[config.mk]
export PLATFORM = sky130hd
export DESIGN_NAME = collatz_range_sum
export DESIGN_NICKNAME = d
export VERILOG_FILES = /design/src/rtl/collatz_pkg.sv /design/src/rtl/collatz_step.sv /design/src/rtl/collatz_range_sum.sv
export SDC_FILE = /design/constraint.sdc
export NUM_CORES = 1
export LEC_CHECK = 0
export ABC_AREA = 1
export CORE_ASPECT_RATIO = 1.1
export CORE_MARGIN = 5
export CORE_UTILIZATION = 45
export DETAILED_ROUTE_END_ITERATION = 16
export GPL_TIMING_DRIVEN = 0
export MAX_ROUTING_LAYER = met4
export PLACE_DENSITY_LB_ADDON = 0.15
export SLEW_MARGIN = 20
export SYNTH_ARGS = -nofsm -noshare
export SYNTH_HDL_FRONTEND = slang
export SYNTH_HIERARCHICAL = 1
export SYNTH_SLANG_ARGS = --single-unit
[constraint.sdc]
create_clock -name clk -period 2.3 [get_ports clk]
set_input_delay 0.345 -clock clk [delete_from_list [all_inputs] [get_ports clk]]
set_output_delay 0.345 -clock clk [all_outputs]
set_load 0.02 [all_outputs]
[src/rtl/collatz_pkg.sv]
// Shared types and constants for the Collatz range-sum kernel.
package collatz_pkg;

  localparam int unsigned J_W   = 16;
  localparam int unsigned IDX_W = 16;

  typedef enum logic [2:0] {
    IDLE,
    LOAD,
    STEP,
    ACCUM,
    DONE
  } state_t;

endpackage

[src/rtl/collatz_step.sv]
// One Collatz iteration: halve even values, map odd values to 3m+1 (mod 2^WIDTH).
module collatz_step #(
  parameter int unsigned WIDTH = 32
) (
  input  logic [WIDTH-1:0] m,
  output logic [WIDTH-1:0] next_m,
  output logic             is_one
);

  always_comb begin
    if (m[0]) begin
      next_m = WIDTH'((m << 1) + m + WIDTH'(1));
    end else begin
      next_m = m >> 1;
    end
    is_one = (next_m == WIDTH'(1));
  end

endmodule

[src/rtl/collatz_range_sum.sv]
// Sums Collatz stopping times over COUNT consecutive integers from n, one step per cycle.
// Optional per-element step-limit watchdog: define COLLATZ_STEP_LIMIT_EN.
module collatz_range_sum
  import collatz_pkg::*;
#(
  parameter int unsigned WIDTH     = 32,
  parameter int unsigned COUNT     = 30,
  parameter int unsigned SUM_WIDTH = 32,
  parameter int unsigned MAX_STEPS = 1024
) (
  input  logic                 clk,
  input  logic                 reset,
  input  logic                 start,
  input  logic [WIDTH-1:0]     n,
  output logic                 ready,
  output logic                 finish,
  output logic [SUM_WIDTH-1:0] return_val,
  output logic                 timeout
);

`ifdef COLLATZ_STEP_LIMIT_EN
  localparam bit LIMIT_EN = 1'b1;
`else
  localparam bit LIMIT_EN = 1'b0;
`endif

  localparam logic [IDX_W-1:0] LAST_IDX   = IDX_W'(COUNT - 1);
  localparam logic [J_W-1:0]   STEP_LIMIT = J_W'(MAX_STEPS);

  state_t               state, state_next;
  logic [WIDTH-1:0]     n_reg, n_reg_next;
  logic [IDX_W-1:0]     idx, idx_next;
  logic [WIDTH-1:0]     m, m_next;
  logic [J_W-1:0]       j, j_next;
  logic [SUM_WIDTH-1:0] sum, sum_next;
  logic                 finish_next;
  logic [SUM_WIDTH-1:0] return_val_next;
  logic                 timeout_next;

  logic [WIDTH-1:0]     first_m;
  logic [WIDTH-1:0]     step_m;
  logic                 step_is_one;
  logic [J_W-1:0]       j_inc;
  logic [SUM_WIDTH-1:0] sum_inc;

  collatz_step #(.WIDTH(WIDTH)) u_step (
    .m      (m),
    .next_m (step_m),
    .is_one (step_is_one)
  );

  assign first_m = WIDTH'(n_reg + WIDTH'(idx));
  assign j_inc   = J_W'(j + J_W'(1));
  assign sum_inc = SUM_WIDTH'(sum + SUM_WIDTH'(j));
  assign ready   = (state == IDLE);

  // Next-state and register-update logic
  always_comb begin
    state_next      = state;
    n_reg_next      = n_reg;
    idx_next        = idx;
    m_next          = m;
    j_next          = j;
    sum_next        = sum;
    finish_next     = 1'b0;
    return_val_next = return_val;
    timeout_next    = timeout;

    case (state)
      IDLE: begin
        if (start) begin
          n_reg_next      = n;
          idx_next        = '0;
          sum_next        = '0;
          return_val_next = '0;
          timeout_next    = 1'b0;
          state_next      = LOAD;
        end
      end
      LOAD: begin
        m_next     = first_m;
        j_next     = '0;
        state_next = (first_m == WIDTH'(1)) ? ACCUM : STEP;
      end
      STEP: begin
        m_next = step_m;
        j_next = j_inc;
        if (step_is_one) begin
          state_next = ACCUM;
        end else if (LIMIT_EN && (j_inc == STEP_LIMIT)) begin
          state_next   = ACCUM;
          timeout_next = 1'b1;
        end
      end
      ACCUM: begin
        sum_next = sum_inc;
        idx_next = IDX_W'(idx + IDX_W'(1));
        // Result is registered on entry to DONE so it is valid alongside finish.
        if (idx == LAST_IDX) begin
          return_val_next = sum_inc;
          finish_next     = 1'b1;
          state_next      = DONE;
        end else begin
          state_next = LOAD;
        end
      end
      DONE: begin
        state_next = IDLE;
      end
      default: begin
        state_next = IDLE;
      end
    endcase
  end

  always_ff @(posedge clk) begin
    if (reset) begin
      state      <= IDLE;
      n_reg      <= '0;
      idx        <= '0;
      m          <= '0;
      j          <= '0;
      sum        <= '0;
      finish     <= 1'b0;
      return_val <= '0;
      timeout    <= 1'b0;
    end else begin
      state      <= state_next;
      n_reg      <= n_reg_next;
      idx        <= idx_next;
      m          <= m_next;
      j          <= j_next;
      sum        <= sum_next;
      finish     <= finish_next;
      return_val <= return_val_next;
      timeout    <= timeout_next;
    end
  end

endmodule

* After elaboration in Yosys (flattened, before gate mapping)
Cells that the tools add are included.
Cells by class: equal/unequal tests 9, bitwise operators 1, multiplexer cells 15, reductions and logical operators 8, add/sub/neg operators 6
Operators by type and width (number):
- 32-bit one-hot mux with 2 select lines | 3
- 32-bit 2-to-1 mux | 3
- 32-bit by 16-bit adder with 32-bit output | 2
- 32-bit by 1-bit equality test with 1-bit output (second input constant) | 2
- 16-bit one-hot mux with 2 select lines | 2
- 16-bit by 1-bit adder with 16-bit output (second input constant) | 2
- 32-bit by 1-bit adder with 32-bit output (second input constant) | 1
- 32-bit adder | 1
- 16-bit by 5-bit equality test with 1-bit output (second input constant) | 1
- 16-bit 2-to-1 mux | 1
- 3-bit one-hot mux with 4 select lines | 1
- 3-bit 2-to-1 mux | 3
- 3-bit by 2-bit equality test with 1-bit output (second input constant) | 2
- 2-bit inequality test (second input constant) | 3
- 2-bit AND reduction | 3
- 2-bit nonzero test | 2
- 3-bit by 1-bit equality test with 1-bit output (second input constant) | 1
- 3-bit zero test | 1
- 3-bit AND reduction | 1
- 1-bit 2-to-1 mux | 2
- 2-bit OR reduction | 1
- 1-bit inverter | 1
Storage, ports and cells: logic and storage cells 47, output and inout port bits 35, register bits 164

* Longest topological paths before layout
word-level depth 6, depth in mapped cells 24, depth with buffers taken out 22

* Hierarchy
The synthesis kept the hierarchy.
By module, submodules not included:
- collatz_range_sum | cells each 1418, seq. area each 3283.1 um^2, area an instance 9272.6 um^2, times used 1
- collatz_step | cells each 599, seq. area each 0.0 um^2, area an instance 2885.3 um^2, times used 1

* Least setup slack after synthesis
No wires, ideal clock.
kind register to register, start register m[0], end register state[0], clock period less this slack 2.515 ns, required time 2.175 ns, arrival time 2.389 ns, path buffers 3, cell stages (with the launch flop) 24, setup time 0.125 ns, setup slack -0.215 ns, cell sequence dfxtp_1 -> buf_4 -> inv_2 -> buf_2 -> buf_4 -> ha_1 -> nor2_1 -> nand2_1 -> nand3_2 -> nand2_1 -> nand2_1 -> nand2_1 -> nand2_1 -> nand2_1 -> nand3b_1 -> nand3_1 -> nand2_1 -> nor2_1 -> nand2_1 -> nor2_2 -> o22ai_1 -> inv_1 -> nand2_1 -> nor2_2
On the way: cells in the longest elaborated chain, start to end 6
RTL lines:
- from (decl) | RTL line collatz_range_sum.sv:33 | logic [WIDTH-1:0] m, m_next;
- from (signal assigned) | RTL line collatz_range_sum.sv:131 | m <= m_next;
- 32-bit adder | RTL line collatz_step.sv:12 | next_m = WIDTH'((m << 1) + m + WIDTH'(1));
- 32-bit by 1-bit adder with 32-bit output | RTL line collatz_step.sv:12
- 32-bit 2-to-1 mux * | RTL line collatz_step.sv:11 | if (m[0]) begin
- via step_m[25] | RTL line collatz_range_sum.sv:41 | logic [WIDTH-1:0] step_m;
- 32-bit by 1-bit equality test with 1-bit output * | RTL line collatz_step.sv:16 | is_one = (next_m == WIDTH'(1));
- via step_is_one | RTL line collatz_range_sum.sv:42 | logic step_is_one;
- 2-bit inequality test (no line) *
- 2-bit AND reduction (no line) *
- to (signal assigned) | RTL line collatz_range_sum.sv:128 | state <= state_next;
- to (decl) | RTL line collatz_range_sum.sv:30 | state_t state, state_next;
Mark *: on every way through the listed nets, which the timed path passes. The rest lies on a longest branch. A chain may end at the register's enable or synchronous reset.

* Worst setup path after layout
Same ends and word-level chain as after synthesis.

==> impl_metrics.csv <==
group,metric,value,unit
sta,setup_ws,-0.261,ns
sta,max_freq,390,MHz
sta,final-setup-viol-count,35,
clock_tree,cts_max_level,4,
synthesis,synth_nets,2122,
setup_path,cp.required,2.67,ns
synthesis,synth_commonest_cells,"657 x nand2_1, 271 x inv_1, 180 x a21oi_1, 164 x dfxtp_1, 146 x nand3_1",
pwr,fin_total_pwr,7.90,mW
pwr,power_frac_seq,0.406,
worst_hold_path,hold_depth,3,
sta,worstMarginPinSlew,0.924,ns
global_routing,grt_pass1_vias,12418,
global_routing,grt_overflow,0,
sta,finalSetupTns,-4.27,ns
synthesis,synth_top_family_by_area,"simple AND/OR/NAND/NOR gates",
sta,fin_crit,2.56,ns
setup_path,r2r_slack,-0.26,ns
pwr,combPwrFrac,0.230,
clock_tree,clockRootBuffer,"clkbuf_16",
clock_tree,cts_buffer_depth,2,
global_routing,grt_first_pass_wirelength,62.6,mm
routing,route.detailed.drc,0,
synthesis,synth_fa_ha_area_frac,0.0739,
final_layout,antennaDiodeCount,0,
clock_tree,ctsHoldBuffers,0,
synthesis,ys_ff_latch,164,
synthesis,ys_types,51,
final_layout,multi_input_area,8270,sq um
synthesis,netlist_area,12200,sq um
routing,drt-pass1-iter-count,5,
clock_tree,cts_tree,"built",
synthesis,yosys.area_share.simple,0.385,
pwr,swShare,0.347,
synthesis,yosys_warnings,6,
floorplanning,core_area,26800,sq um
synthesis,synth_top_area_cell,"dfxtp_1",
place,dpl.hpwl,30.8,mm
pwr,power_frac_clock,0.364,
synthesis,synth.area.mux_share,0,
pwr,netSwitchingPower,2.74,mW
place,dp.cells,2441,
setup_path,crit_type,"reg2reg",
final_layout,fillers,2713,
setup_path,r2r-end,"state[0]",
clock_tree,insertion_delay,0.44,ns
sta,slew_violations,0,
pwr,internal-power,5.16,mW
synthesis,syn_inst,2017,
place,gp_congestion,0.945,
floorplanning,dieHeight,182,microns
worst_hold_path,min_to,"n_reg[12]",
floorplanning,row_count,63,
clock_tree,clkTransAtPathRegs,0.08,ns
final_layout,final_area,14800,sq um
synthesis,synthFlopType,"dfxtp_1",
synthesis,synth.area.top_cells,"dfxtp_1 27%, nand2_1 20%, inv_1 8.4%",
pwr,leakagePower,6.36,nW
sta,rsz0062_at_grt,"true",
routing,viasPerCell,5.31,
pwr,vdd_drop_max,0.454,mV
synthesis,synth_xor_area_frac,0.00360,
synthesis,synth_edf_count,0,
routing,wl_per_cell,15.7,microns
routing,first_iter_violations,908,
final_layout,nets,2229,
sta,finClkSkew,0.0112,ns
setup_path,path_max_fanout,3,
sta,hold_violations,0,
final_layout,drive_gt1_frac,0.145,
final_layout,regArea,3350,sq um
pwr,p_per_area,533,nW/um^2
sta,min_period_over_period,1.11,
clock_tree,cts_buffers,17,
floorplanning,io_pins,70,
synthesis,avgSynthCellArea,6.03,sq um
synthesis,synth_compound_area_frac,0.159,
sta,slew_headroom,0.384,
setup_path,worstPathArrival,2.93,ns
global_routing,grt_max_degree,20,
synthesis,ys_seq_area_frac,0.270,
setup_path,critPathCaptureType,"register",
worst_hold_path,worst_hold_path_type,"in2reg",
floorplanning,initial_utilization,0.454,
synthesis,synth.top_cell.area_share,0.270,
run_status,status,"finished, violations left",
place,dpl-instance-area,13300,sq um
routing,routed_wirelength,39.0,mm
floorplanning,die_area,30400,sq um
clock_tree,cts_sinks,164,
setup_path,reg2reg_from,"m[0]",
synthesis,synth.most_common_cell,"nand2_1",
routing,vias,13233,
floorplanning,die_w,167,microns
flow_run,maxCapViolCount,0,
place,port_buffers,67,
final_layout,area.growth.synth_to_final,22.0,%
global_routing,grt_util_all_layers,0.259,
final_layout,fin_util,0.553,
sta,whs,0.455,ns
run_status,violations,"setup timing",
synthesis,async_flop_share,0,
setup_path,worst-r2r-cell-count,24,
routing,ant_nets,0,
global_routing,antenna_found_initial,0,
setup_path,startpoint_type,"register",
worst_hold_path,hold_path_startpoint,"n[12]",
place,place_ws,-0.520,ns
final_layout,fin_cells,2494,
==> power groups by stage <==
stage                     registers (mW)  logic, mW  clock network [mW]
after floorplan                     3.28      0.974                   0
after global placement              3.24       1.66                   0
after detailed placement            3.24       1.66                   0
after CTS                           3.20       1.75                2.93
after global routing                3.24       2.00                3.07
final                               3.21       1.81                2.87
==> critical path, stage by stage, from the launching register on <==
cell and delay (ns):
dfxtp_4 0.35, buf_6 0.10, inv_4 0.03, buf_6 0.10, buf_8 0.11, ha_4 0.21, nor2_4 0.11, nand2_2 0.08
nand3_4 0.09, nand2_2 0.07, nand2_2 0.10, nand2_2 0.06, nand2_2 0.09, nand2_2 0.06, nand2_1 0.07, nand2_1 0.04
nand3_1 0.06, nand2_1 0.07, nor2_1 0.08, nand2_1 0.11, nor2_4 0.21, o22ai_2 0.10, inv_1 0.08, nand2_1 0.06
nor2_2 0.06
==> logic make-up after synthesis <==
logic type,Yosys count
buffers and inverters,338
AOI/OAI and AO/OA,354
adders and majority gates,70
xor gates and xnor gates,5
and+or+nand+nor,1085
DFF,164
other,1
==> layer usage <==
| layer | part of all wire | routed length [microns] | GRT usage |
|---|---|---|---|
| met5 | 0 | 0 | - |
| met4 | 0.036 | 1420 | 0.0946 |
| met3 | 0.039 | 1510 | 0.0288 |
| met2 | 0.46 | 17900 | 0.424 |
| met1 | 0.47 | 18200 | 0.333 |
==> layout make-up <==
class / count / share of cell area
Multi-Input combinational cell: 1515 / 0.558
Clock buffer: 17 / 0.0287
Timing Repair Buffer: 88 / 0.0559
Inverter: 281 / 0.0713
Sequential cell: 164 / 0.226
Tap cell: 357 / 0.0301
Buffer: 57 / 0.0185
Clock inverter: 15 / 0.0121
==> cells in the final DEF, fill, tap and decap left out, types with 8 or more instances in the layout <==
cell / instances
a21oi_2: 15
nor2_1: 122
or2_2: 16
a21oi_1: 166
nand3_1: 135
clkbuf_16: 17
dfxtp_2: 20
buf_2: 11
o21ai_0: 87
clkdlybuf4s50_1: 67
dfxtp_1: 134
nand3b_1: 8
clkbuf_1: 35
a221oi_1: 9
inv_1: 268
nand2_1: 620
a211oi_1: 9
ha_4: 27
nand4_1: 28
dfxtp_4: 10
nor3_1: 20
ha_1: 36
nand2_2: 61
buf_4: 22
nor4_1: 9
inv_2: 10
nand3_2: 17
nor2_2: 23
a31oi_1: 33
==> worst max path at each step <==
stage	startpoint	endpoint	slack (ns)	depth (start not counted)
after floorplan	m[0]	state[0]	0.03	23
after global placement	m[0]	state[0]	-0.51	24
after detailed placement	m[0]	state[2]	-0.52	22
after CTS	m[0]	state[0]	-0.27	23
after global routing	idx[0]	state[0]	-0.42	17
final	m[0]	state[0]	-0.26	24
==> repair_timing <==
item                       CTS  global route
gates resized for setup     89            96
pin swaps                   17            26
setup endpoints to repair   68           102
setup buffers               11            10
Power figures use the tool's default switching activity.
